## src/rtl/vector_stream_buffer.sv

```systemverilog
// ---------------------------------------------------------------------------
// vector_stream_buffer
//
// Matrix column buffer for the QR datapath. A load frame writes NUM_VEC
// vectors of VEC_LEN elements, one element per accepted cycle, into a
// register array. Once the frame is complete, whole vectors are streamed out
// on request. The vector can be picked by a wrapping sequential pointer or by
// an explicit index, so any column can be re-read without reloading.
//
// Ports
//   clk              rising-edge clock
//   reset            synchronous, active-high reset
//   A_i              load data (one element)
//   in_valid         A_i valid this cycle; used only while loading
//   start_write      level; high opens and holds a frame, low aborts/closes it
//   start_read       request one vector; sampled only when the frame is loaded
//   rd_index_en      1: read vector rd_index, 0: read the sequential pointer
//   rd_index         vector index for indexed reads
//   A_o              streamed element; 0 when out_valid is low
//   out_valid        A_o carries an element
//   done_load        level; the whole frame is stored
//   done_read_vector one-cycle pulse with the last element of a vector
//   vec_count        complete vectors stored in the current frame
//   busy             loading or streaming
//   err_index        sticky; an indexed request named a vector >= NUM_VEC
// ---------------------------------------------------------------------------
module vector_stream_buffer #(
  parameter  int DATA_WIDTH = 16,
  parameter  int VEC_LEN    = 3,
  parameter  int NUM_VEC    = 3,
  localparam int TOTAL      = VEC_LEN * NUM_VEC,
  localparam int IDX_W      = $clog2(NUM_VEC),
  localparam int CNT_W      = $clog2(NUM_VEC + 1)
) (
  input  logic                  clk,
  input  logic                  reset,
  input  logic [DATA_WIDTH-1:0] A_i,
  input  logic                  in_valid,
  input  logic                  start_write,
  input  logic                  start_read,
  input  logic                  rd_index_en,
  input  logic [IDX_W-1:0]      rd_index,
  output logic [DATA_WIDTH-1:0] A_o,
  output logic                  out_valid,
  output logic                  done_load,
  output logic                  done_read_vector,
  output logic [CNT_W-1:0]      vec_count,
  output logic                  busy,
  output logic                  err_index
);

  localparam int ADDR_W = $clog2(TOTAL);
  localparam int EW     = $clog2(VEC_LEN);
  localparam logic [IDX_W:0] NUM_VEC_EXT = (IDX_W + 1)'(NUM_VEC);

  typedef enum logic [1:0] {
    S_IDLE   = 2'd0,
    S_LOAD   = 2'd1,
    S_LOADED = 2'd2,
    S_READ   = 2'd3
  } state_t;

  state_t                  state_q;
  logic [DATA_WIDTH-1:0]   mem_q [TOTAL];
  logic [ADDR_W-1:0]       wr_ptr_q;
  logic [EW-1:0]           ld_elem_q;
  logic [CNT_W-1:0]        vec_count_q;
  logic [IDX_W-1:0]        rd_seq_q;
  logic                    rd_seq_mode_q;
  logic [ADDR_W-1:0]       rd_addr_q;
  logic [EW-1:0]           rd_elem_q;
  logic [DATA_WIDTH-1:0]   a_q;
  logic                    out_valid_q;
  logic                    done_read_q;
  logic                    done_load_q;
  logic                    busy_q;
  logic                    err_index_q;

  logic [IDX_W-1:0]        sel_vec_d;
  logic [ADDR_W-1:0]       start_addr_d;
  logic                    idx_bad_d;
  logic [IDX_W-1:0]        rd_seq_d;
  logic                    mem_we_d;

  // Read request decode: chosen vector, its base address, index validity and
  // the wrapped successor of the sequential pointer.
  always_comb begin
    sel_vec_d    = rd_index_en ? rd_index : rd_seq_q;
    start_addr_d = ADDR_W'(sel_vec_d) * ADDR_W'(VEC_LEN);
    idx_bad_d    = ({1'b0, rd_index} >= NUM_VEC_EXT);
    if (rd_seq_q == IDX_W'(NUM_VEC - 1)) begin
      rd_seq_d = '0;
    end else begin
      rd_seq_d = rd_seq_q + IDX_W'(1);
    end
    // An abort (start_write low) in the same cycle discards the element.
    mem_we_d = !reset && (state_q == S_LOAD) && start_write && in_valid;
  end

  // Element storage; deliberately not cleared by reset.
  always_ff @(posedge clk) begin
    if (mem_we_d) begin
      mem_q[wr_ptr_q] <= A_i;
    end
  end

  // Control FSM with all outputs registered.
  always_ff @(posedge clk) begin
    if (reset) begin
      state_q       <= S_IDLE;
      wr_ptr_q      <= '0;
      ld_elem_q     <= '0;
      vec_count_q   <= '0;
      rd_seq_q      <= '0;
      rd_seq_mode_q <= 1'b0;
      rd_addr_q     <= '0;
      rd_elem_q     <= '0;
      a_q           <= '0;
      out_valid_q   <= 1'b0;
      done_read_q   <= 1'b0;
      done_load_q   <= 1'b0;
      busy_q        <= 1'b0;
      err_index_q   <= 1'b0;
    end else begin
      case (state_q)
        S_IDLE: begin
          a_q         <= '0;
          out_valid_q <= 1'b0;
          done_read_q <= 1'b0;
          done_load_q <= 1'b0;
          if (start_write) begin
            state_q     <= S_LOAD;
            wr_ptr_q    <= '0;
            ld_elem_q   <= '0;
            vec_count_q <= '0;
            rd_seq_q    <= '0;
            busy_q      <= 1'b1;
          end else begin
            busy_q      <= 1'b0;
          end
        end

        S_LOAD: begin
          if (!start_write) begin
            state_q     <= S_IDLE;
            vec_count_q <= '0;
            busy_q      <= 1'b0;
          end else if (in_valid) begin
            wr_ptr_q <= wr_ptr_q + ADDR_W'(1);
            // A vector counts as stored on the edge that writes its last element.
            if (ld_elem_q == EW'(VEC_LEN - 1)) begin
              ld_elem_q   <= '0;
              vec_count_q <= vec_count_q + CNT_W'(1);
            end else begin
              ld_elem_q   <= ld_elem_q + EW'(1);
            end
            if (wr_ptr_q == ADDR_W'(TOTAL - 1)) begin
              state_q     <= S_LOADED;
              done_load_q <= 1'b1;
              busy_q      <= 1'b0;
            end
          end
        end

        S_LOADED: begin
          if (!start_write) begin
            // Abort has priority over any simultaneous read request.
            state_q     <= S_IDLE;
            done_load_q <= 1'b0;
            vec_count_q <= '0;
          end else if (start_read) begin
            if (rd_index_en && idx_bad_d) begin
              err_index_q <= 1'b1;
            end else begin
              // First element goes out on this edge: one-cycle request latency.
              state_q       <= S_READ;
              busy_q        <= 1'b1;
              a_q           <= mem_q[start_addr_d];
              out_valid_q   <= 1'b1;
              done_read_q   <= 1'b0;
              rd_addr_q     <= start_addr_d + ADDR_W'(1);
              rd_elem_q     <= '0;
              rd_seq_mode_q <= !rd_index_en;
            end
          end
        end

        S_READ: begin
          if (!start_write) begin
            // Truncate the vector silently: no done pulse.
            state_q     <= S_IDLE;
            a_q         <= '0;
            out_valid_q <= 1'b0;
            done_read_q <= 1'b0;
            done_load_q <= 1'b0;
            vec_count_q <= '0;
            busy_q      <= 1'b0;
          end else if (rd_elem_q == EW'(VEC_LEN - 1)) begin
            // Last element already shown; this idle cycle is the inter-read gap.
            state_q     <= S_LOADED;
            a_q         <= '0;
            out_valid_q <= 1'b0;
            done_read_q <= 1'b0;
            busy_q      <= 1'b0;
            if (rd_seq_mode_q) begin
              rd_seq_q <= rd_seq_d;
            end
          end else begin
            a_q         <= mem_q[rd_addr_q];
            rd_addr_q   <= rd_addr_q + ADDR_W'(1);
            rd_elem_q   <= rd_elem_q + EW'(1);
            done_read_q <= (rd_elem_q == EW'(VEC_LEN - 2));
          end
        end

        default: begin
          state_q     <= S_IDLE;
          a_q         <= '0;
          out_valid_q <= 1'b0;
          done_read_q <= 1'b0;
          done_load_q <= 1'b0;
          vec_count_q <= '0;
          busy_q      <= 1'b0;
        end
      endcase
    end
  end

  assign A_o              = a_q;
  assign out_valid        = out_valid_q;
  assign done_load        = done_load_q;
  assign done_read_vector = done_read_q;
  assign vec_count        = vec_count_q;
  assign busy             = busy_q;
  assign err_index        = err_index_q;

endmodule
```

## config.mk

```make
export PLATFORM = sky130hd
export DESIGN_NAME = vector_stream_buffer
export DESIGN_NICKNAME = d
export VERILOG_FILES = /design/src/rtl/vector_stream_buffer.sv
export SDC_FILE = /design/constraint.sdc
export NUM_CORES = 1
export LEC_CHECK = 0
export ABC_AREA = 0
export ABC_CLOCK_PERIOD_IN_PS = 6570
export BUFFER_PORTS_ARGS = -buffer_cell sky130_fd_sc_hd__buf_2
export CAP_MARGIN = 20
export CORE_ASPECT_RATIO = 0.5
export CORE_MARGIN = 2
export CORE_UTILIZATION = 60
export DETAILED_ROUTE_END_ITERATION = 8
export PLACE_DENSITY_LB_ADDON = 0.15
export SYNTH_ARGS = -nofsm -noshare
export SYNTH_HDL_FRONTEND = slang
export SYNTH_SLANG_ARGS = --single-unit
```

## constraint.sdc

```tcl
create_clock -name clk -period 6.57 [get_ports clk]
set_input_delay 0 -clock clk [delete_from_list [all_inputs] [get_ports clk]]
set_output_delay 0 -clock clk [all_outputs]
set_load 0.02 [all_outputs]
```

==> results.sh, run 1 <==
export IMPL_grt_overflow=0
export IMPL_rsz0062_at_grt="false"
export IMPL_numPortBuffers=46
export IMPL_drt_wl_total_um=22000
export IMPL_fillers=1069
export IMPL_async_reset_ff_share_pct=0
export IMPL_initial_utilization_pct=60.9
export IMPL_final_util_pct=69.1
export IMPL_reg2reg_slack_ps=2620
export IMPL_synth_ff_type="edfxtp_1"
export IMPL_synth_most_common_cell="edfxtp_1"
export IMPL_clock_latency_ps=440
export IMPL_num_io_pins=47
export IMPL_yosysTopAreaCellShare_pct=49.5
export IMPL_fmax_ghz=0.253
export IMPL_syn_inst=735
export IMPL_worstPathRequired_ps=6860
export IMPL_hold_viol=0
export IMPL_syn_to_final_growth_pct=13.5
export IMPL_vdd_drop_max_v=0.000193
export IMPL_synth_edf_count=144
export IMPL_dp_hpwl_um=12600
export IMPL_firstDrtPassIters=6
export IMPL_yosys_warnings=0
export IMPL_diodes=0
export IMPL_die_w_um=175
export IMPL_drc=0
export IMPL_final_nets=816
export IMPL_maxCapViolations=0
export IMPL_grt_pass1_wl_um=33900
export IMPL_synth_nets=768
export IMPL_hp_start="start_read"
export IMPL_fin_crit_sh_pct=60.2
export IMPL_ant_nets=0
export IMPL_dieArea_mm2=0.0156
export IMPL_setup_viol=0
export IMPL_place_area_mm2=0.00910
export IMPL_yosysSeqAreaShare_pct=59.6
export IMPL_setup_tns_final_ps=0
export IMPL_num_vias=6416
export IMPL_synth_area_top_cells="edfxtp_1 50%, dfxtp_1 10%, mux2i_1 5.6%"
export IMPL_crit_path_start_kind="input pin"
export IMPL_final_cells=994
export IMPL_crit_start="rd_index_en"
export IMPL_drive_gt1_share_pct=16.2
export IMPL_cts_setup_buffers=0
export IMPL_postCtsHoldBufs=22
export IMPL_grt_max_degree=68
export IMPL_antenna_found_initial=0
export IMPL_dp_cells=939
export IMPL_clock_sinks=188
export IMPL_crit_type="in2reg"
export IMPL_arrival_ps=4250
export IMPL_cts_tree="done"
export IMPL_end_kind="flip-flop"
export IMPL_drtIter0Drc=823
export IMPL_synth_largest_area_cell="edfxtp_1"
export IMPL_grt_pass1_vias=6282
export IMPL_routed_via_density=6.45
export IMPL_track_usage_pct=29.7
export IMPL_cts_clk_slew_worst_paths_ps=80
export IMPL_tightestPinTransition_ps=1110
export IMPL_cts_root_buf="clkbuf_16"
export IMPL_synth_seq_cells=188
export IMPL_p_leak_uw=0.00341
export IMPL_clock_path_buffers=2
export IMPL_status="completed"
export IMPL_p_per_area_mw_per_mm2=245
export IMPL_avgSynthCellArea_um2=11.9
export IMPL_coreArea_mm2=0.0144
export IMPL_cts_buffers=17
export IMPL_r2r_start="rd_seq_q[0]"
export IMPL_cts_resized=0
export IMPL_place_congestion=0.821
export IMPL_period_minus_slack_ps=3960
export IMPL_rows=31
export IMPL_design_area_mm2=0.00992
export IMPL_routedWlPerCell_um=22.2
export IMPL_skew_ps=13.0
export IMPL_critical_path_max_fanout=67
export IMPL_max_slew_margin_pct=26.2
export IMPL_synth_cell_types=50
export IMPL_yosys_top_cells_count="144 x edfxtp_1, 128 x nand2_1, 54 x nand3_1, 49 x mux2i_1, 44 x dfxtp_1"
export IMPL_cts_htree_levels=4
export IMPL_hold_path_class="in2reg"
export IMPL_netlist_area_mm2=0.00873
export IMPL_die_h_um=89.3
export IMPL_maxSlewViolCount=0
per-stage QoR:
| step | power (µW) | setup slack, ps | hold WS [ps] |
|---|---|---|---|
| final | 2430 | 2610 | 42.0 |
| after detailed placement | 1410 | 2750 | 294 |
| after global routing | 2480 | 2460 | 68.1 |
| after floorplan | 1370 | 3790 | 95.6 |
| after CTS | 2420 | 2710 | 12.1 |
| after global placement | 1410 | 2820 | 284 |
cell families (layout without fill, tap and decap cells):
kind of cell | Yosys count | after routing | share of synthesized area [%]
compound gates | 125 | 125 | 10.7
simple gates | 267 | 267 | 14.3
fa+ha+maj | 9 | 9 | 1.29
buf+inv | 77 | 138 | 3.92
flops | 188 | 188 | 59.6
mux | 67 | 67 | 10.0
xor+xnor | 2 | 2 | 0.201
final cells by class:
| class | instances | area, µm² | share of cell area, % |
|---|---|---|---|
| Tap cell | 198 | 248 | 2.50 |
| Inverter | 27 | 104 | 1.05 |
| Timing Repair Buffer | 79 | 541 | 5.45 |
| Sequential cell | 188 | 5210 | 52.5 |
| Clock inverter | 12 | 118 | 1.19 |
| Clock buffer | 20 | 467 | 4.71 |
| Multi-Input combinational cell | 470 | 3230 | 32.6 |
layer usage:
layer	part of all wire [%]	GRT usage (%)	routed length, µm
met1	42	39.4	9220
met4	2.2	10.5	484
met5	0	0	0
met2	46	48.3	10200
met3	9.8	8.46	2170
registers in the layout, summed over array words and instances, names as in the netlist, 4 cells and up, named ones only:
| signal | count |
|---|---|
| mem_q | 144 |
| wr_ptr_q | 4 |
| rd_addr_q | 4 |
| A_o | 16 |
final timing paths:
check	depth (start not counted)	end
hold reg to reg	2	done_read_vector
hold / removal	5	state_q[0]
setup reg to reg	10	A_o[15]
setup / recovery	12	A_o[15]
worst max-delay path: stages:
cell and delay [ps]:
dlygate4sd3_1 520, buf_2 180, mux2i_4 240, buf_4 540, inv_4 480, ha_1 610
buf_4 310, nor3_2 670, buf_4 350, nand3_1 100, nand4_1 110, a21oi_1 70
power breakdown:
part	switching (µW)	internal (µW)	total (µW)
clock	495	534	1030
sequential	2.65	1280	1280
combinational	78.9	36.8	116
total	577	1850	2430
placed cells by master, fill, tap and decap left out, types with 4 or more instances in the layout:
cell type,n
a211o_1,16
a21oi_1,37
a221oi_1,7
a221oi_2,10
a32oi_1,17
and2_1,5
and4b_1,4
buf_2,46
buf_4,10
clkbuf_16,17
dfxtp_1,43
dlygate4sd3_1,22
edfxtp_1,144
ha_1,9
inv_1,26
inv_6,7
mux2i_1,49
mux4_2,16
nand2_1,128
nand2b_1,5
nand3_1,54
nand4_1,17
nor2_1,21
nor3_1,5
nor3b_2,4
o21ai_0,7
o22ai_1,16
(Power assumes the default switching activity.)
==> run 2: changes to the inputs <==
ABC_CLOCK_PERIOD_IN_PS = 3300   (was 6570)
CORE_UTILIZATION = 55   (was 60)
clock period = 3.3 ns   (was 6.57 ns; I/O delays follow)
==> run 2 against run 1 <==
  * Wire length grew 1.6%
  * Power is 99% higher
  * First-iteration DRC count fell by 23%
  * Non-clock buffer count is 16 higher
  * Die area is 8.8% higher
  * Setup slack worse by 1800 ps
  * Sequential share of layout area down 0.78 points
  * Critical path depth decreased by 2
  * Critical endpoint is now A_o[5]
  * Largest cell class unchanged
==> results.sh, run 2 (same netlist as run 1, synthesis figures left out) <==
export IMPL_antenna_found_initial=0
export IMPL_design_area_mm2=0.0101
export IMPL_largest_register="mem_q"
export IMPL_initial_utilization_pct=56.5
export IMPL_worstPathRequired_ps=3650
export IMPL_maxSlewViolCount=0
export IMPL_p_per_area_mw_per_mm2=479
export IMPL_crit_start="rd_index_en"
export IMPL_routedWlPerCell_um=22.0
export IMPL_grt_overflow=0
export IMPL_track_usage_pct=27.5
export IMPL_coreArea_mm2=0.0155
export IMPL_crit_type="in2reg"
export IMPL_cts_buffers=17
export IMPL_drt_wl_total_um=22400
export IMPL_clock_latency_ps=440
export IMPL_die_h_um=93.1
export IMPL_dieArea_mm2=0.0170
export IMPL_r2r_start="rd_seq_q[0]"
export IMPL_cts_tree="done"
export IMPL_rsz0062_at_grt="false"
export IMPL_grt_pass1_vias=6173
export IMPL_arrival_ps=2810
export IMPL_rr_worst_depth=8
export IMPL_num_io_pins=47
export IMPL_diodes=0
export IMPL_cts_root_buf="clkbuf_16"
export IMPL_critical_path_max_fanout=30
export IMPL_p_leak_uw=0.00349
export IMPL_status="completed"
export IMPL_numPortBuffers=46
export IMPL_num_vias=6405
export IMPL_fin_crit_sh_pct=74.5
export IMPL_grt_pass1_wl_um=34600
export IMPL_hold_viol=0
export IMPL_hold_depth=5
export IMPL_reg2reg_slack_ps=860
export IMPL_fmax_ghz=0.407
export IMPL_hold_path_class="in2reg"
export IMPL_end_kind="flip-flop"
export IMPL_crit_path_start_kind="input pin"
export IMPL_routed_via_density=6.30
export IMPL_cts_htree_levels=4
export IMPL_largest_reg_flops=144
export IMPL_dp_hpwl_um=13000
export IMPL_rr_endpoint="A_o[5]"
export IMPL_layout_cells_most_common="edfxtp_1"
export IMPL_setup_tns_final_ps=0
export IMPL_drive_gt1_share_pct=17.7
export IMPL_drtIter0Drc=634
export IMPL_place_congestion=0.794
export IMPL_ant_nets=0
export IMPL_cts_clk_slew_worst_paths_ps=70
export IMPL_skew_ps=17.6
export IMPL_fillers=1159
export IMPL_layout_common_cells="144 x edfxtp_1, 128 x nand2_1, 54 x nand3_1"
export IMPL_syn_to_final_growth_pct=15.2
export IMPL_place_area_mm2=0.00924
export IMPL_rows=32
export IMPL_clock_sinks=188
export IMPL_cts_resized=0
export IMPL_period_minus_slack_ps=2460
export IMPL_vdd_drop_max_v=0.000408
export IMPL_firstDrtPassIters=5
export IMPL_final_nets=832
export IMPL_tightestPinTransition_ps=967
export IMPL_setup_viol=0
export IMPL_cp_endpoint="A_o[5]"
export IMPL_max_slew_margin_pct=35.5
export IMPL_drc=0
export IMPL_grt_max_degree=67
export IMPL_die_w_um=182
export IMPL_clock_path_buffers=2
export IMPL_maxCapViolations=0
[run 2: final cells by class]
class / count / area (µm²) / area share (%)
clock buffers: 18 / 429 / 4.26
clock inverters: 14 / 173 / 1.72
multi-input cells: 470 / 3230 / 32.1
inverters: 27 / 104 / 1.03
flip-flops and latches: 188 / 5210 / 51.7
well taps: 204 / 255 / 2.54
repair buffers: 95 / 666 / 6.61
[run 2: timing repair]
item / CTS / global route
buffers inserted: 0 / 0
endpoints found under the setup margin: 0 / 0
hold endpoints to repair: 150 / 0
hold buffers: 22 / 0
[run 2: routing by layer]
| metal | track usage, % | part of all wire, % |
|---|---|---|
| met3 | 5.80 | 7.9 |
| met1 | 38.0 | 44 |
| met5 | 0 | 0 |
| met2 | 44.6 | 46 |
| met4 | 7.86 | 1.9 |
[run 2: worst max-delay path, cell delays in order]
cell	delay [ps]
dlygate4sd3_1	520
buf_2	190
mux2i_4	290
buf_4	390
ha_1	370
nor3b_2	180
buf_4	270
a221oi_1	280
nand4_1	140
a21oi_1	170
[run 2: where the power goes]
part	leakage, µW	switching [µW]	internal (µW)	total (µW)
sequential	0.00165	5.36	2540	2550
clock	0.000290	1010	1020	2030
combinational	0.00155	160	76.1	236
[run 2: worst min path at each step]
stage	to	slack (ps)	startpoint
3_3_place_gp	mem_q[5][8]	280	A_i[8]
5_1_grt	state_q[0]	50	start_read
4_1_cts	state_q[0]	30	start_read
3_5_place_dp	mem_q[4][5]	290	A_i[5]
6_report	state_q[0]	30	start_read
2_1_floorplan	rd_seq_mode_q	100	rd_index_en
[run 2: stage by stage]
step	cells	utilization (%)	hold slack [ps]	setup slack, ps	total power, µW
after floorplan	735	-	95.6	518	2730
after global placement	962	59.8	282	990	2810
after detailed placement	962	59.8	290	888	2820
after CTS	1016	65.1	27.5	882	4840
after global routing	1016	65.1	53.1	679	4960
final	1016	65.1	29.7	843	4820
